## src/rtl/fetch_unit_pkg.sv

```systemverilog
// Shared types and helpers for the instruction-fetch stage.
package fetch_unit_pkg;

  typedef enum logic [1:0] {
    StIdle  = 2'd0,
    StReq   = 2'd1,
    StHold  = 2'd2,
    StFlush = 2'd3
  } fetch_state_e;

  localparam logic [31:0] MipsNop = 32'h0000_0000;

  // Word offset is sign-extended and scaled to bytes; the sum wraps at 2^32.
  function automatic logic [31:0] branch_target(logic [31:0] pc4, logic [15:0] imm);
    return pc4 + {{14{imm[15]}}, imm, 2'b00};
  endfunction

endpackage

```

## src/rtl/fetch_unit_next_pc_sel.sv

```systemverilog
// Redirect target selection: jr beats jump beats taken branch.
module next_pc_sel
  import fetch_unit_pkg::*;
(
  input  logic [31:0] pc,
  input  logic [31:0] redir_pc4,
  input  logic [15:0] imm16,
  input  logic [25:0] jidx,
  input  logic [31:0] jr_target,
  input  logic        br_taken,
  input  logic        jump,
  input  logic        jr,
  output logic [31:0] next_pc,
  output logic        redirect
);

  logic [1:0] unused_jr_bits;
  assign unused_jr_bits = jr_target[1:0];

  assign redirect = br_taken | jump | jr;

  always_comb begin
    next_pc = pc;
    if (jr) begin
      next_pc = {jr_target[31:2], 2'b00};
    end else if (jump) begin
      next_pc = {redir_pc4[31:28], jidx, 2'b00};
    end else if (br_taken) begin
      next_pc = branch_target(redir_pc4, imm16);
    end
  end

endmodule

```

## src/rtl/fetch_unit.sv

```systemverilog
// Instruction fetch: owns the PC, fetches over req/ready, holds the word for decode.
module fetch_unit
  import fetch_unit_pkg::*;
#(
  parameter logic [31:0] RESET_PC = 32'h0000_0000
) (
  input  logic        clk,
  input  logic        rst_n,
  output logic        imem_req,
  output logic [31:0] imem_addr,
  input  logic        imem_ready,
  input  logic [31:0] imem_rdata,
  output logic [31:0] instr,
  output logic        instr_valid,
  output logic [31:0] pc_out,
  output logic [31:0] pc_plus4,
  input  logic        dec_ready,
  input  logic        stall,
  input  logic        br_taken,
  input  logic        jump,
  input  logic        jr,
  input  logic [31:0] redir_pc4,
  input  logic [15:0] imm16,
  input  logic [25:0] jidx,
  input  logic [31:0] jr_target
);

  fetch_state_e state_q, state_d;
  logic [31:0]  pc_q, pc_d;
  logic [31:0]  req_addr_q, req_addr_d;
  logic [31:0]  instr_q, instr_d;
  logic [31:0]  pc_out_q, pc_out_d;
  logic         valid_q, valid_d;

  logic [31:0]  sel_pc;
  logic         redirect;
  logic         accept;
  logic [31:0]  pc_inc;

  next_pc_sel u_next_pc_sel (
    .pc        (pc_q),
    .redir_pc4 (redir_pc4),
    .imm16     (imm16),
    .jidx      (jidx),
    .jr_target (jr_target),
    .br_taken  (br_taken),
    .jump      (jump),
    .jr        (jr),
    .next_pc   (sel_pc),
    .redirect  (redirect)
  );

  assign accept = valid_q && dec_ready && !stall;
  assign pc_inc = pc_q + 32'd4;

  always_comb begin
    state_d    = state_q;
    pc_d       = pc_q;
    req_addr_d = req_addr_q;
    instr_d    = instr_q;
    pc_out_d   = pc_out_q;
    valid_d    = valid_q;
    unique case (state_q)
      StIdle: begin
        pc_d       = sel_pc;
        req_addr_d = sel_pc;
        state_d    = StReq;
      end
      StReq: begin
        if (redirect) begin
          pc_d = sel_pc;
          // An issued request must finish at its original address before retargeting.
          if (imem_ready) begin
            req_addr_d = sel_pc;
          end else begin
            state_d = StFlush;
          end
        end else if (imem_ready) begin
          instr_d  = imem_rdata;
          pc_out_d = pc_q;
          valid_d  = 1'b1;
          state_d  = StHold;
        end
      end
      StHold: begin
        if (redirect) begin
          pc_d       = sel_pc;
          req_addr_d = sel_pc;
          valid_d    = 1'b0;
          state_d    = StReq;
        end else if (accept) begin
          pc_d       = pc_inc;
          req_addr_d = pc_inc;
          valid_d    = 1'b0;
          state_d    = StReq;
        end
      end
      StFlush: begin
        pc_d = sel_pc;
        if (imem_ready) begin
          req_addr_d = sel_pc;
          state_d    = StReq;
        end
      end
      default: state_d = StIdle;
    endcase
  end

  always_ff @(posedge clk) begin
    if (!rst_n) begin
      state_q    <= StIdle;
      pc_q       <= RESET_PC;
      req_addr_q <= RESET_PC;
      instr_q    <= MipsNop;
      pc_out_q   <= RESET_PC;
      valid_q    <= 1'b0;
    end else begin
      state_q    <= state_d;
      pc_q       <= pc_d;
      req_addr_q <= req_addr_d;
      instr_q    <= instr_d;
      pc_out_q   <= pc_out_d;
      valid_q    <= valid_d;
    end
  end

  assign imem_req    = (state_q == StReq) || (state_q == StFlush);
  assign imem_addr   = req_addr_q;
  assign instr       = instr_q;
  assign instr_valid = valid_q;
  assign pc_out      = pc_out_q;
  assign pc_plus4    = pc_out_q + 32'd4;

endmodule

```

## config.mk

```make
export PLATFORM = sky130hd
export DESIGN_NAME = fetch_unit
export DESIGN_NICKNAME = d
export VERILOG_FILES = /design/src/rtl/fetch_unit_pkg.sv /design/src/rtl/fetch_unit_next_pc_sel.sv /design/src/rtl/fetch_unit.sv
export SDC_FILE = /design/constraint.sdc
export NUM_CORES = 1
export LEC_CHECK = 0
export ABC_CLOCK_PERIOD_IN_PS = 2600
export CORE_UTILIZATION = 42
export CTS_BUF_LIST = sky130_fd_sc_hd__clkbuf_16
export CTS_CLUSTER_SIZE = 12
export DETAILED_ROUTE_END_ITERATION = 12
export PLACE_DENSITY = 0.77
export SLEW_MARGIN = 25
export SYNTH_ARGS = -nofsm -noshare
export SYNTH_HDL_FRONTEND = slang
export SYNTH_SLANG_ARGS = --single-unit
```

## constraint.sdc

```tcl
create_clock -name clk -period 2.6 [get_ports clk]
set_clock_uncertainty 0.05 [all_clocks]
set_input_delay 0.26 -clock clk [delete_from_list [all_inputs] [get_ports clk]]
set_output_delay 0.26 -clock clk [all_outputs]
set_load 0.005 [all_outputs]
```

==> flow_summary.json <==
{
  "cts_made_buffers": 17,
  "synth_cells": 1126,
  "regToRegSetupSlack_ns": 0.19,
  "nets": 1681,
  "grt_pass1_vias": 9126,
  "yosys.area.top_type": "dfxtp_1",
  "reg2reg_depth": 9,
  "cp.arrival_ns": 2.31,
  "holdWs_ns": 0.3369,
  "globalRoute.totalOverflow": 0,
  "drive_above_1_share": 0.1861,
  "cap_violations": 0,
  "p_total_mw": 6.404,
  "leakage_nw": 5.245,
  "status": "finished, violations left",
  "slew_viol_final": 0,
  "clock_latency_ns": 0.42,
  "synth_ff_type": "dfxtp_1",
  "fin_crit_sh": 1.006,
  "peakVddDrop_mv": 0.4164,
  "drt_pass1_iterations": 5,
  "final_cells": 1775,
  "crit_path_end_kind": "output port",
  "grt_max_degree": 57,
  "insertedDiodeCount": 0,
  "critPathKind": "reg -> out",
  "slowest_delay_ns": 0.32,
  "holdPathStages": 3,
  "dp_hpwl_microns": 22990,
  "tns_ns": -0.02522,
  "cts.sinks": 131,
  "setup_ws_ns": -0.01673,
  "grtUsageTotal": 0.2972,
  "worstSetupStartpointType": "flip-flop",
  "dp_cells": 1738,
  "ys_types": 75,
  "coreArea_sq_mm": 0.01902,
  "cp.required_ns": 2.29,
  "r2r-start": "pc_q[18]$_SDFFE_PN0P_",
  "wire_per_inst_microns": 17.13,
  "grt_antenna_before_repair": 0,
  "antenna_left": 0,
  "portBuffers": 273,
  "cts_tree": "yes",
  "place_area_sq_mm": 0.01228,
  "synth_seq_cells": 131,
  "timing.final.crit_period_ns": 2.617,
  "clockBufferDepth": 2,
  "cp_max_fo": 3,
  "power-per-cell-area_mw_per_mm2": 482.4,
  "die_area_sq_mm": 0.02025,
  "synth_seq_area_share": 0.3173,
  "slew_headroom": 0.6116,
  "hp-start": "imem_rdata[10]",
  "holdCritPathClass": "in -> reg",
  "whs_endpoint": "instr[10]$_SDFFE_PN0P_",
  "routed_wl_microns": 30400,
  "num_io_pins": 276,
  "final_common_cell": "clkdlybuf4s50_1",
  "synth_edf_count": 0,
  "grt_pass1_wl_microns": 47470,
  "critPathSlowestCell": "dfxtp_2",
  "die_h_microns": 142.3,
  "failed_checks": "setup timing",
  "syn_avg_cell_area_sq_um": 7.341,
  "rsz0062_at_grt": "yes",
  "fin_util": 0.6980,
  "drc": 0,
  "fmax_mhz": 382.2,
  "final-setup-viol-count": 2,
  "cts-root-buf": "clkbuf_16",
  "crit_chain": "and3_4, and2_4, and3_4, and4_4, nand3_4, buf_6, buf_12, nor2_4, nand3_2, xnor2_1, buf_2",
  "ys_top_cells_by_area": "dfxtp_1 (32%), nand2_1 (11%), a21oi_1 (8.6%)",
  "crit_top_cell": "and3_4",
  "syn_area_sq_mm": 0.008265,
  "final_area_sq_mm": 0.01328,
  "num_vias": 9731,
  "routed_via_density": 5.482,
  "syn_nets": 1304,
  "path_clk_slew_ns": 0.06,
  "die_w_microns": 142.3,
  "area_growth_pct": 60.61,
  "ys.warnings.count": 0,
  "r2r_end": "pc_q[25]$_SDFFE_PN0P_",
  "drt_iter0_markers": 752,
  "htree_num_levels": 4,
  "post-place-ws_ns": -0.5940,
  "place_congestion": 0.8940,
  "floorplan.initialDensity": 0.4346,
  "synth-async-reset-ratio": 0,
  "yosys.area.top_type_share": 0.3173,
  "rows": 50,
  "worstMarginPinSlew_ns": 0.5826,
  "final_cell_mix": "clkdlybuf4s50_1 (243), nand2_1 (238), buf_4 (141), a21oi_1 (138), dfxtp_1 (127)",
  "final-hold-violation-count": 0
}
synth_stat cells (all sizes together), types with 6 or more instances:
cell	number
nand2	239
a21oi	145
dfxtp	131
nor2	77
o21ai	71
clkbuf	57
xnor2	52
nand3	40
ha	31
xor2	24
a211oi	19
nor3	18
and3	15
mux2i	15
buf	14
and2	13
nor3b	12
a21o	11
a31oi	11
inv	11
nand4	10
o31ai	9
a221oi	7
o211ai	7
or3	6
registers in the layout, indices dropped and copies added (netlist names):
signal,count
state_q,2
pc_q,32
pc_out,32
instr_valid,1
instr,32
imem_addr,32
how the worst max path moves through the flow:
stage | from | end | depth (start not counted)
global route | pc_out[6]$_SDFFE_PN0P_ | pc_plus4[25] | 11
detailed placement | redir_pc4[2] | imem_addr[12]$_SDFFE_PN0P_ | 12
floorplan | redir_pc4[2] | pc_q[12]$_SDFFE_PN0P_ | 11
CTS | pc_out[6]$_SDFFE_PN0P_ | pc_plus4[27] | 10
finish | pc_out[6]$_SDFFE_PN0P_ | pc_plus4[25] | 11
global placement | redir_pc4[2] | imem_addr[30]$_SDFFE_PN0P_ | 12
cells by family after synthesis:
group | count (synthesis) | synth area share
buffers and inverters | 82 | 0.03830
XOR/XNOR | 76 | 0.08053
AO/OA/AOI/OAI | 328 | 0.2395
adder cells (fa/ha/maj) | 32 | 0.04935
flip-flops | 131 | 0.3173
AND/OR/NAND/NOR | 460 | 0.2542
multiplexers | 17 | 0.02089
final cells by class:
cell class / count / area (sq um)
Fill cell: 1559 / 5743
Multi-Input combinational cell: 913 / 5653
Timing Repair Buffer: 429 / 3976
Sequential cell: 131 / 2628
Clock buffer: 17 / 425.4
Tap cell: 260 / 325.3
Clock inverter: 14 / 226.5
Inverter: 11 / 41.29
routing by layer:
metal / routed length (microns) / GRT usage / up-vias
met3: 2448 / 0.04879 / 42
met2: 14000 / 0.4835 / 448
met5: 0 / 0 / -
met4: 648 / 0.08715 / 0
li1: - / - / 4745
met1: 13310 / 0.4025 / 4496
timing repair:
| item | 4_1_cts | 5_1_grt |
|---|---|---|
| gates cloned | 0 | 0 |
| resized for setup | 72 | 57 |
| hold buffers | 0 | 0 |
| buffers inserted | 4 | 2 |
| setup endpoints to repair | 43 | 55 |
| pin swaps | 11 | 35 |
critical path: cells and delay by family, from the launching register on:
kind                      cells  cell delay (ns)
xor gates and xnor gates      1             0.15
buffers and inverters         3             0.40
DFF                           1             0.32
and+or+nand+nor               7             1.03
where the power goes:
| group | total, mW | switching [mW] | internal [mW] |
|---|---|---|---|
| registers | 2.19 | 0.0880 | 2.10 |
| logic | 1.57 | 0.746 | 0.826 |
| clock network | 2.64 | 0.928 | 1.71 |
Note: power is estimated with default switching activity, not from simulation.
==> RTL edit, RTL diff (config.mk and constraints unchanged) <==
Encoding of `fetch_state_e`: now one-hot (4 bits for 4 states).
--- a/src/rtl/fetch_unit_pkg.sv
+++ b/src/rtl/fetch_unit_pkg.sv
@@ -1,11 +1,11 @@
 // Shared types and helpers for the instruction-fetch stage.
 package fetch_unit_pkg;
 
-  typedef enum logic [1:0] {
-    StIdle  = 2'd0,
-    StReq   = 2'd1,
-    StHold  = 2'd2,
-    StFlush = 2'd3
+  typedef enum logic [3:0] {
+    StIdle  = 4'b0001,
+    StReq   = 4'b0010,
+    StHold  = 4'b0100,
+    StFlush = 4'b1000
   } fetch_state_e;
 
   localparam logic [31:0] MipsNop = 32'h0000_0000;
Function: no difference found for any inputs over 4 cycles, from zero or initial values and one cycle with rst_n low; so few cycles prove little.
==> RTL edit against the original RTL <==
  * Sequential cell count up 2
  * Combinational power up 44%
  * Critical endpoint is now imem_addr[27]$_SDFFE_PN0P_
  * Largest power group is now sequential cells
  * Setup slack better by 0.10 ns
  * Synthesized area up 6.9%
  * Cell area up 3.9%
  * First-iteration DRC count up 21%
  * Die area up 6.8%
  * Routed wire length up 9.3%
  * Total power up 8.7%
==> RTL edit: results (changes against the original RTL) <==
Status
  – Outcome: finished, final reports clean

Global routing
  – Vias in the first global route: 9839 (+7.8%)
  – First-pass GRT wire length: 50.9 mm (+7.2%)
  – M3 GR Usage: 5.59% (+0.71 points)
  – Met2 Use GR: 50.3% (+2.0 points)
  – Met1 Track Usage GR: 37.6% (-2.7 points)
  – Initial antenna violation count: 0 (unchanged)
  – Total GRT Usage: 29.5% (-0.27 points)

Setup path
  – Critical Path Slowest Stage Cell: clkdlybuf4s50_1
  – Worst flop-to-flop path startpoint: state_q[1]$_SDFFE_PN0P_
  – RR Endpoint: pc_q[30]$_SDFFE_PN0P_
  – CP Capture Point: imem_addr[27]$_SDFFE_PN0P_
  – CP startpoint: redir_pc4[10]
  – Critical path peak fanout: 4 (+1)
  – Crit path largest cell delay: 0.40 ns (+0.08 ns)
  – Setup slack, reg-to-reg: 0.10 ns (-0.09 ns)

Synthesis
  – Net Count, Synth: 1366 (+4.8%)
  – List of most frequent post-synthesis cells: nand2_1, dfxtp_1, a21oi_1
  – Synth top area cells: dfxtp_1, nand2_1, a21boi_0
  – Sequential area share after synthesis: 30.1% (-1.6 points)
  – Synth cell types: 72 (-4.0%)
  – Cells after Synth: 1188 (+5.5%)

Place
  – Final HPWL DP: 24.9 mm (+8.5%)
  – DP Area: 12800 um2 (+4.3%)
  – Gpl congestion: 0.953 (+6.6%)

Timing
  – Actual slew at the worst max-slew pin: 0.696 ns (+0.114 ns)
  – Fin Hold WS: 0.228 ns (-0.109 ns)

Detailed routing
  – Final WL: 33.2 mm (+9.3%)
  – Starting DRT DRC Count: 911 (+21%)
  – Routed met1 length: 13.9 mm (+4.1%)
  – Met3 routed WL: 2.85 mm (+16%)
  – Vias post-DR: 10.4k (+6.5%)
  – Top Layer Used: met4
  – Routed length on met2: 15.6 mm (+11%)

Finish
  – Nets: 1753 (+4.3%)
  – Final std cells w/o fill: 1858 (+4.7%)
  – Fraction of layout cells with a size suffix above 1: 17.8% (-0.86 points)

CTS
  – CTS Buffer Depth: 2 (unchanged)
  – Clock-pin slew on the worst setup and hold paths: 0.06 ns (about the same)

Power and ir drop
  – Sw Pwr: 0.00233 W (+32%)
  – Max rail drop VDD: 0.475 mV (+14%)
  – Leak: 5.37 nW (+2.4%)

Hold path
  – Worst Hold Path EP: pc_out[24]$_SDFFE_PN0P_
  – Hold wc startpoint: rst_n
  – WHS Path Cells: 2 (-1)
## RTL edit: cell count changes in the layout (fill, tap and decap cells not counted), sizes merged, moves of 8 or more
| cell | change |
|---|---|
| a211oi | -9 |
| a21boi | +79 |
| a21oi | -64 |
| clkdlybuf4s50 | -9 |
| nand2 | +15 |
| nand3 | +24 |
| xor2 | +8 |
## RTL edit: final cells by class
cell class	instances	area, um2
Sequential cell	133	2670
Multi-Input combinational cell	971	6170
Inverter	11	41.3
Timing Repair Buffer	441	4010
Fill cell	1722	6630
Clock buffer	17	425
Clock inverter	15	146
Tap cell	270	338
## RTL edit: power by group through the flow
stage	Combinational [W]	Sequential, W	Clock (W)
6_report	0.00226	0.00238	0.00233
5_1_grt	0.00241	0.00239	0.00244
4_1_cts	0.00210	0.00237	0.00236
3_5_place_dp	0.00206	0.00241	0
3_3_place_gp	0.00204	0.00240	0
2_1_floorplan	0.00102	0.00239	0
## RTL edit: metrics by stage
stage          setup TNS (ns)  setup WS, ns
2_1_floorplan               0        0.0257
3_3_place_gp           -19.84        -0.829
3_5_place_dp           -22.23        -0.857
4_1_cts                     0       0.00289
5_1_grt                -0.116       -0.0306
6_report                    0        0.0855
## RTL edit: repair_timing
action	in CTS	in global routing
endpoints found under the setup margin	48	61
gates cloned	0	2
buffers inserted	5	7
pin swaps	19	36
gates resized for setup	50	71
## RTL edit: critical path, delay by kind of cell
kind,cells,cell delay (ns)
AOI/OAI and AO/OA,6,1.14
adders and majority gates,1,0.36
buffers and inverters,1,0.40
muxes,1,0.27
and+or+nand+nor,2,0.38
## RTL edit: cells by family after synthesis
kind of cell             synth area share, %
AND/OR/NAND/NOR                         26.0
adder cells (fa/ha/maj)                 4.61
buffers and inverters                   4.05
XOR/XNOR                                7.73
AO/OA/AOI/OAI                           26.1
flip-flops                              30.1
multiplexers                            1.37
